==> src/rtl/alu_shift_pkg.sv <==
// Shared encodings for the multi-cycle shift/rotate unit.
// Mode codes above SH_ROR are pass-through; this is what is_shift_mode tests for.
package alu_shift_pkg;

   typedef enum logic [2:0] {
      SH_SHL = 3'b000,
      SH_SHR = 3'b001,
      SH_SAR = 3'b010,
      SH_ROL = 3'b011,
      SH_ROR = 3'b100
   } sh_mode_e;

   typedef enum logic [1:0] {
      ST_IDLE  = 2'd0,
      ST_SHIFT = 2'd1,
      ST_DONE  = 2'd2
   } sh_state_e;

   function automatic logic is_shift_mode(input logic [2:0] m);
      return (m <= SH_ROR);
   endfunction

endpackage

==> src/rtl/alu_shift_step.sv <==
// One shift/rotate step of k (0..STEP) bit positions; purely combinational.
// Zero latency, no backpressure; the carry returned is the last bit moved out.
module alu_shift_step
   import alu_shift_pkg::*;
#(
   parameter int WIDTH = 6,
   parameter int STEP  = 1,
   localparam int KW   = $clog2(STEP + 1)
) (
   input  logic [WIDTH-1:0] value_i,
   input  logic [2:0]       mode_i,
   input  logic [KW-1:0]    k_i,
   output logic [WIDTH-1:0] next_o,
   output logic             carry_o
);

   logic signed [WIDTH-1:0] value_s;

   assign value_s = value_i;

   // Unrolled over every legal k so each bit index below is a constant.
   always_comb begin
      next_o  = value_i;
      carry_o = 1'b0;
      for (int j = 1; j <= STEP; j++) begin
         if (int'(k_i) == j) begin
            case (mode_i)
               SH_SHL: begin
                  next_o  = value_i << j;
                  carry_o = value_i[WIDTH-j];
               end
               SH_SHR: begin
                  next_o  = value_i >> j;
                  carry_o = value_i[j-1];
               end
               SH_SAR: begin
                  next_o  = value_s >>> j;
                  carry_o = value_i[j-1];
               end
               SH_ROL: begin
                  next_o  = (value_i << j) | (value_i >> (WIDTH - j));
                  carry_o = value_i[WIDTH-j];
               end
               SH_ROR: begin
                  next_o  = (value_i >> j) | (value_i << (WIDTH - j));
                  carry_o = value_i[j-1];
               end
               default: begin
                  next_o  = value_i;
                  carry_o = 1'b0;
               end
            endcase
         end
      end
   end

endmodule

==> src/rtl/alu_shift_seq.sv <==
// Multi-cycle shift/rotate engine with start/done handshake, STEP bits per cycle.
// Latency ceil(shamt/STEP)+1 cycles; starts are ignored while busy, accepted in IDLE or DONE.
module alu_shift_seq
   import alu_shift_pkg::*;
#(
   parameter int WIDTH   = 6,
   parameter int SHAMT_W = 3,
   parameter int STEP    = 1
) (
   input  logic               clk,
   input  logic               rst,
   input  logic               start_i,
   input  logic [2:0]         mode_i,
   input  logic [WIDTH-1:0]   in_i,
   input  logic [SHAMT_W-1:0] shamt_i,
   output logic               busy_o,
   output logic               done_o,
   output logic [WIDTH-1:0]   out_o,
   output logic               carry_o,
   output logic               zero_o
);

   localparam int KW = $clog2(STEP + 1);

   sh_state_e          state_q, state_d;
   logic [WIDTH-1:0]   out_q, out_d;
   logic               carry_q, carry_d;
   logic               zero_q, zero_d;
   logic [2:0]         mode_q, mode_d;
   logic [SHAMT_W-1:0] rem_q, rem_d;

   logic               accept;
   logic [SHAMT_W-1:0] load_rem;
   logic [KW-1:0]      k;
   logic               last_step;
   logic [WIDTH-1:0]   step_val;
   logic               step_carry;

   assign accept    = start_i && (state_q != ST_SHIFT);
   assign load_rem  = is_shift_mode(mode_i) ? shamt_i : '0;
   assign last_step = (int'(rem_q) <= STEP);

   always_comb begin
      if (int'(rem_q) < STEP) k = KW'(rem_q);
      else                    k = KW'(STEP);
   end

   alu_shift_step #(
      .WIDTH (WIDTH),
      .STEP  (STEP)
   ) u_step (
      .value_i (out_q),
      .mode_i  (mode_q),
      .k_i     (k),
      .next_o  (step_val),
      .carry_o (step_carry)
   );

   always_ff @(posedge clk or posedge rst) begin
      if (rst) state_q <= ST_IDLE;
      else     state_q <= state_d;
   end

   always_comb begin
      state_d = state_q;
      case (state_q)
         ST_IDLE, ST_DONE: begin
            if (start_i) state_d = (load_rem == '0) ? ST_DONE : ST_SHIFT;
            else         state_d = ST_IDLE;
         end
         ST_SHIFT: if (last_step) state_d = ST_DONE;
         default:  state_d = ST_IDLE;
      endcase
   end

   always_comb begin
      busy_o = (state_q == ST_SHIFT);
      done_o = (state_q == ST_DONE);
   end

   // zero only moves when out is loaded, so it stays 0 out of reset.
   always_comb begin
      out_d   = out_q;
      carry_d = carry_q;
      zero_d  = zero_q;
      mode_d  = mode_q;
      rem_d   = rem_q;
      if (accept) begin
         out_d   = in_i;
         carry_d = 1'b0;
         zero_d  = (in_i == '0);
         mode_d  = mode_i;
         rem_d   = load_rem;
      end else if (state_q == ST_SHIFT) begin
         out_d   = step_val;
         carry_d = step_carry;
         zero_d  = (step_val == '0);
         rem_d   = rem_q - SHAMT_W'(k);
      end
   end

   always_ff @(posedge clk or posedge rst) begin
      if (rst) begin
         out_q   <= '0;
         carry_q <= 1'b0;
         zero_q  <= 1'b0;
         mode_q  <= '0;
         rem_q   <= '0;
      end else begin
         out_q   <= out_d;
         carry_q <= carry_d;
         zero_q  <= zero_d;
         mode_q  <= mode_d;
         rem_q   <= rem_d;
      end
   end

   assign out_o   = out_q;
   assign carry_o = carry_q;
   assign zero_o  = zero_q;

endmodule
==> config.mk <==
export PLATFORM = sky130hd
export DESIGN_NAME = alu_shift_seq
export DESIGN_NICKNAME = d
export VERILOG_FILES = /design/src/rtl/alu_shift_pkg.sv /design/src/rtl/alu_shift_step.sv /design/src/rtl/alu_shift_seq.sv
export SDC_FILE = /design/constraint.sdc
export NUM_CORES = 1
export LEC_CHECK = 0
export ABC_AREA = 1
export CAP_MARGIN = 20
export CORE_MARGIN = 3
export CORE_UTILIZATION = 47
export CTS_CLUSTER_DIAMETER = 200
export CTS_CLUSTER_SIZE = 40
export DETAILED_ROUTE_END_ITERATION = 8
export PLACE_DENSITY = 0.82
export SETUP_SLACK_MARGIN = 0.15
export SLEW_MARGIN = 40
export SYNTH_ARGS = -nofsm -noshare
export SYNTH_HDL_FRONTEND = slang
export SYNTH_SLANG_ARGS = --single-unit
==> constraint.sdc <==
create_clock -name clk -period 2.1 [get_ports clk]
set_clock_uncertainty 0.2 [all_clocks]
set_input_delay 0.42 -clock clk [delete_from_list [all_inputs] [get_ports clk]]
set_output_delay 0.42 -clock clk [all_outputs]
set_load 0.01 [all_outputs]
==> results.tsv, run 1 <==
stage	metric	value	unit
flow_run	max cap viols	0	
setup_path	r2r startpoint	rem_q[2]	
logic_synthesis	top post-synthesis cells by count	nand2_1, inv_1, dfrtp_1	
routing	via count	1023	
outcome	status	completed	
power	switching share of power	47.9	%
power	Internal Pwr Total	0.998	mW
logic_synthesis	Syn Std Cell Area	983	um^2
setup_path	R2R Setup Slk	0.30	ns
layout	# fillers	175	
layout	ratio of cells with drive above 1 in the final layout	10.3	%
routing	final antenna-violating net count	0	
floorplan	Die Span Y	51.7	um
timing	Slew HR	69.3	%
global_routing	global-route wire length before repair	4300	um
floorplan	Rows	15	
setup_path	Buf+Inv Stages, Crit Path	1	
power	Clock power frac	8.8	%
logic_synthesis	Synth Instances	135	
setup_path	slowest stage delay, CP	0.56	ns
power	Leak	0.633	nW
floorplan	Top Ports	25	
logic_synthesis	count leader, synth	nand2_1	
global_routing	largest net degree at the start of global routing	17	
clock_network	CTS tree	done	
clock_network	CTS H-tree depth	1	
timing	endpoints failing setup	0	
timing	Worst-Margin Slew	0.459	ns
logic_synthesis	Yosys top cell by area	dfrtp_1	
layout	final core occ	71.2	%
logic_synthesis	fraction of post-synthesis cell area in the top cell type by area	40.7	%
routing	initial drt markers	30	
global_routing	gr ovfl total	0	
setup_path	Setup crit end	out_o[0]	
timing	fin crit period	1.91	ns
min_path	Hold Path Class	in2async	
clock_network	# clock sinks	16	
layout	design area	0.00131	mm^2
timing	final hold vios	0	
logic_synthesis	Post-synth EDFFs	0	
timing	setup_tns	0	ns
clock_network	Hold-fix buffers, CTS	0	
place	dpl cells	185	
clock_network	CTS clock-pin slew for the worst setup and hold paths	0.09	ns
setup_path	worst path cell trace	clkdlybuf4s50_1	
clock_network	CTS root buffer	clkbuf_4	
routing	first drt pass iteration count	4	
setup_path	CP startpoint kind	flip-flop	
setup_path	Levels on crit path	1	
setup_path	crit path from	out_o[0]	
global_routing	global-route usage over all layers	21.6	%
setup_path	delay-heaviest family, CP	buffers and inverters	
logic_synthesis	Yosys reg bits	16	
setup_path	crit path capture type	output pin	
timing	RSZ-0062 raised after global routing	no	
logic_synthesis	sequential fraction of the synthesis area	40.7	%
power	Worst VDD drop	797	uV
routing	drt total wl	2550	um
timing	ratio of final minimum period to clock period	90.7	%
routing	via/cell ratio	5.38	
global_routing	number of global-route vias before repair	957	
global_routing	antenna violations before repair	0	
logic_synthesis	total of warnings raised by yosys	0	
routing	# DRC	0	
clock_network	TritonCTS buffer count	3	
logic_synthesis	synth top area cells	dfrtp_1, nand2_1, inv_1	
clock_network	Clock Path Buffers	2	
setup_path	Slowest cell on crit path	clkdlybuf4s50_1	
layout	ANT cells	0	
place	Port Buf Inserts	24	
place	DPL Wire Length	1980	um
power	Sequential Power Share	30.0	%
routing	DR WL/cell	13.4	um
floorplan	DIE AREA	0.00268	mm^2
setup_path	Max Fanout on Critical Path	5	
layout	Nets	183	
place	Post-Place Cell Area	0.00127	mm^2
logic_synthesis	syn avg cell area	7.28	um^2
logic_synthesis	Synth Flop Type	dfrtp_1	
floorplan	width of the die	51.7	um
timing	Max Slew Vio Count	0	
layout	Layout area overhead	33.2	%
setup_path	r2r endpoint	zero_o	
layout	Post-Layout Cell Count	190	
logic_synthesis	Synthesized Nets	151	
logic_synthesis	Post-synth ARST share	100	%
setup_path	Arr. time, crit path	1.29	ns
power	Logic pwr share	61.2	%
power	PD cells	1460	mW/mm^2
clock_network	clk_lat worst skew	0.29	ns
floorplan	starting density of the core	53.5	%
setup_path	CP required	1.48	ns
setup_path	Worst Setup Path Type	reg2out	
logic_synthesis	Synth cell types	24	
timing	Fmax	525	MHz
setup_path	Worst Reg-to-Reg Cells	10	
place	GPL Wtd Cong	0.833	
floorplan	Core Region	0.00184	mm^2
power	switching power	0.917	mW
==> repair_timing <==
action                                  4_1_cts  5_1_grt
endpoints found under the setup margin        2        3
pin swaps                                     0        1
resized for setup                             3        1
setup buffers                                 0        2
==> worst register-to-register path: cells and delay by family, from the launching register on <==
kind            cells  cell delay, ns
flops               1            0.43
simple gates        8            0.95
buf+inv             1            0.06
compound gates      1            0.11
==> power by group through the flow <==
| stage | Clock (mW) | Sequential (mW) | Combinational (mW) |
|---|---|---|---|
| 2_1_floorplan | 0 | 0.590 | 0.717 |
| 3_3_place_gp | 0 | 0.579 | 1.09 |
| 3_5_place_dp | 0 | 0.585 | 1.14 |
| 4_1_cts | 0.167 | 0.581 | 1.13 |
| 5_1_grt | 0.184 | 0.592 | 1.33 |
| 6_report | 0.168 | 0.575 | 1.17 |
==> flip-flops by register name, indices dropped and copies added (netlist names) <==
signal   flops
zero_o       1
mode_q       3
out_o        6
state_q      2
rem_q        3
carry_o      1
==> worst min path at each step <==
stage	startpoint	to	slack, ns
after floorplan	rst	carry_o	0.13
after global placement	carry_o	carry_o	0.29
after detailed placement	carry_o	carry_o	0.29
after CTS	rst	rem_q[1]	0.23
after global routing	rst	rem_q[1]	0.23
final	rst	rem_q[1]	0.22
==> routing by layer <==
| layer | routed length, um | track usage [%] |
|---|---|---|
| met3 | 143 | 2.87 |
| met1 | 1090 | 28.1 |
| met4 | 23 | 6.55 |
| met5 | 0 | 0 |
| met2 | 1290 | 37.3 |
==> area by class of cell <==
class | count | area [um^2] | share of cell area, %
sequential | 16 | 400 | 30.6
inverter | 20 | 75.1 | 5.73
timing repair buffer | 29 | 278 | 21.2
multi-input combinational | 97 | 503 | 38.4
tap | 25 | 31.3 | 2.39
clock buffer | 3 | 22.5 | 1.72
==> cells in the final DEF, fill, tap and decap left out, drive strengths merged <==
cell | Yosys | final
nand2 | 41 | 41
clkdlybuf4s50 | 0 | 21
inv | 20 | 20
dfrtp | 16 | 16
nor2 | 16 | 16
a21oi | 9 | 9
o221ai | 6 | 6
o21ai | 6 | 6
nand3 | 5 | 5
buf | 0 | 5
o211ai | 3 | 3
or2 | 3 | 3
clkbuf | 2 | 3
o31ai | 2 | 2
dlygate4sd2 | 0 | 2
o21a | 1 | 1
o32ai | 1 | 1
nor4 | 1 | 1
a41oi | 1 | 1
a22oi | 1 | 1
ha | 1 | 1
dlymetal6s2s | 0 | 1
==> stage by stage <==
step                hold slack, ns  power [mW]  setup WS [ns]
floorplan                    0.134        1.31          0.543
global placement             0.292        1.67          0.197
detailed placement           0.289        1.72         0.0926
CTS                          0.234        1.88          0.196
global route                 0.230        2.10          0.151
finish                       0.222        1.91          0.194
==> cell families (layout without fill, tap and decap cells) <==
| kind of cell | after synthesis | in the layout | share of synthesized area [%] |
|---|---|---|---|
| buffers and inverters | 22 | 52 | 8.40 |
| and+or+nand+nor | 66 | 66 | 29.1 |
| adders and majority gates | 1 | 1 | 1.27 |
| AOI/OAI and AO/OA | 30 | 30 | 20.5 |
| DFF | 16 | 16 | 40.7 |
(Power assumes the default switching activity.)
==> run 2: changes to the inputs <==
SLEW_MARGIN = unset   (was 40)
==> results of run 2 <==
Same layout as run 1: the final DEF is identical, and so are final timing and power.
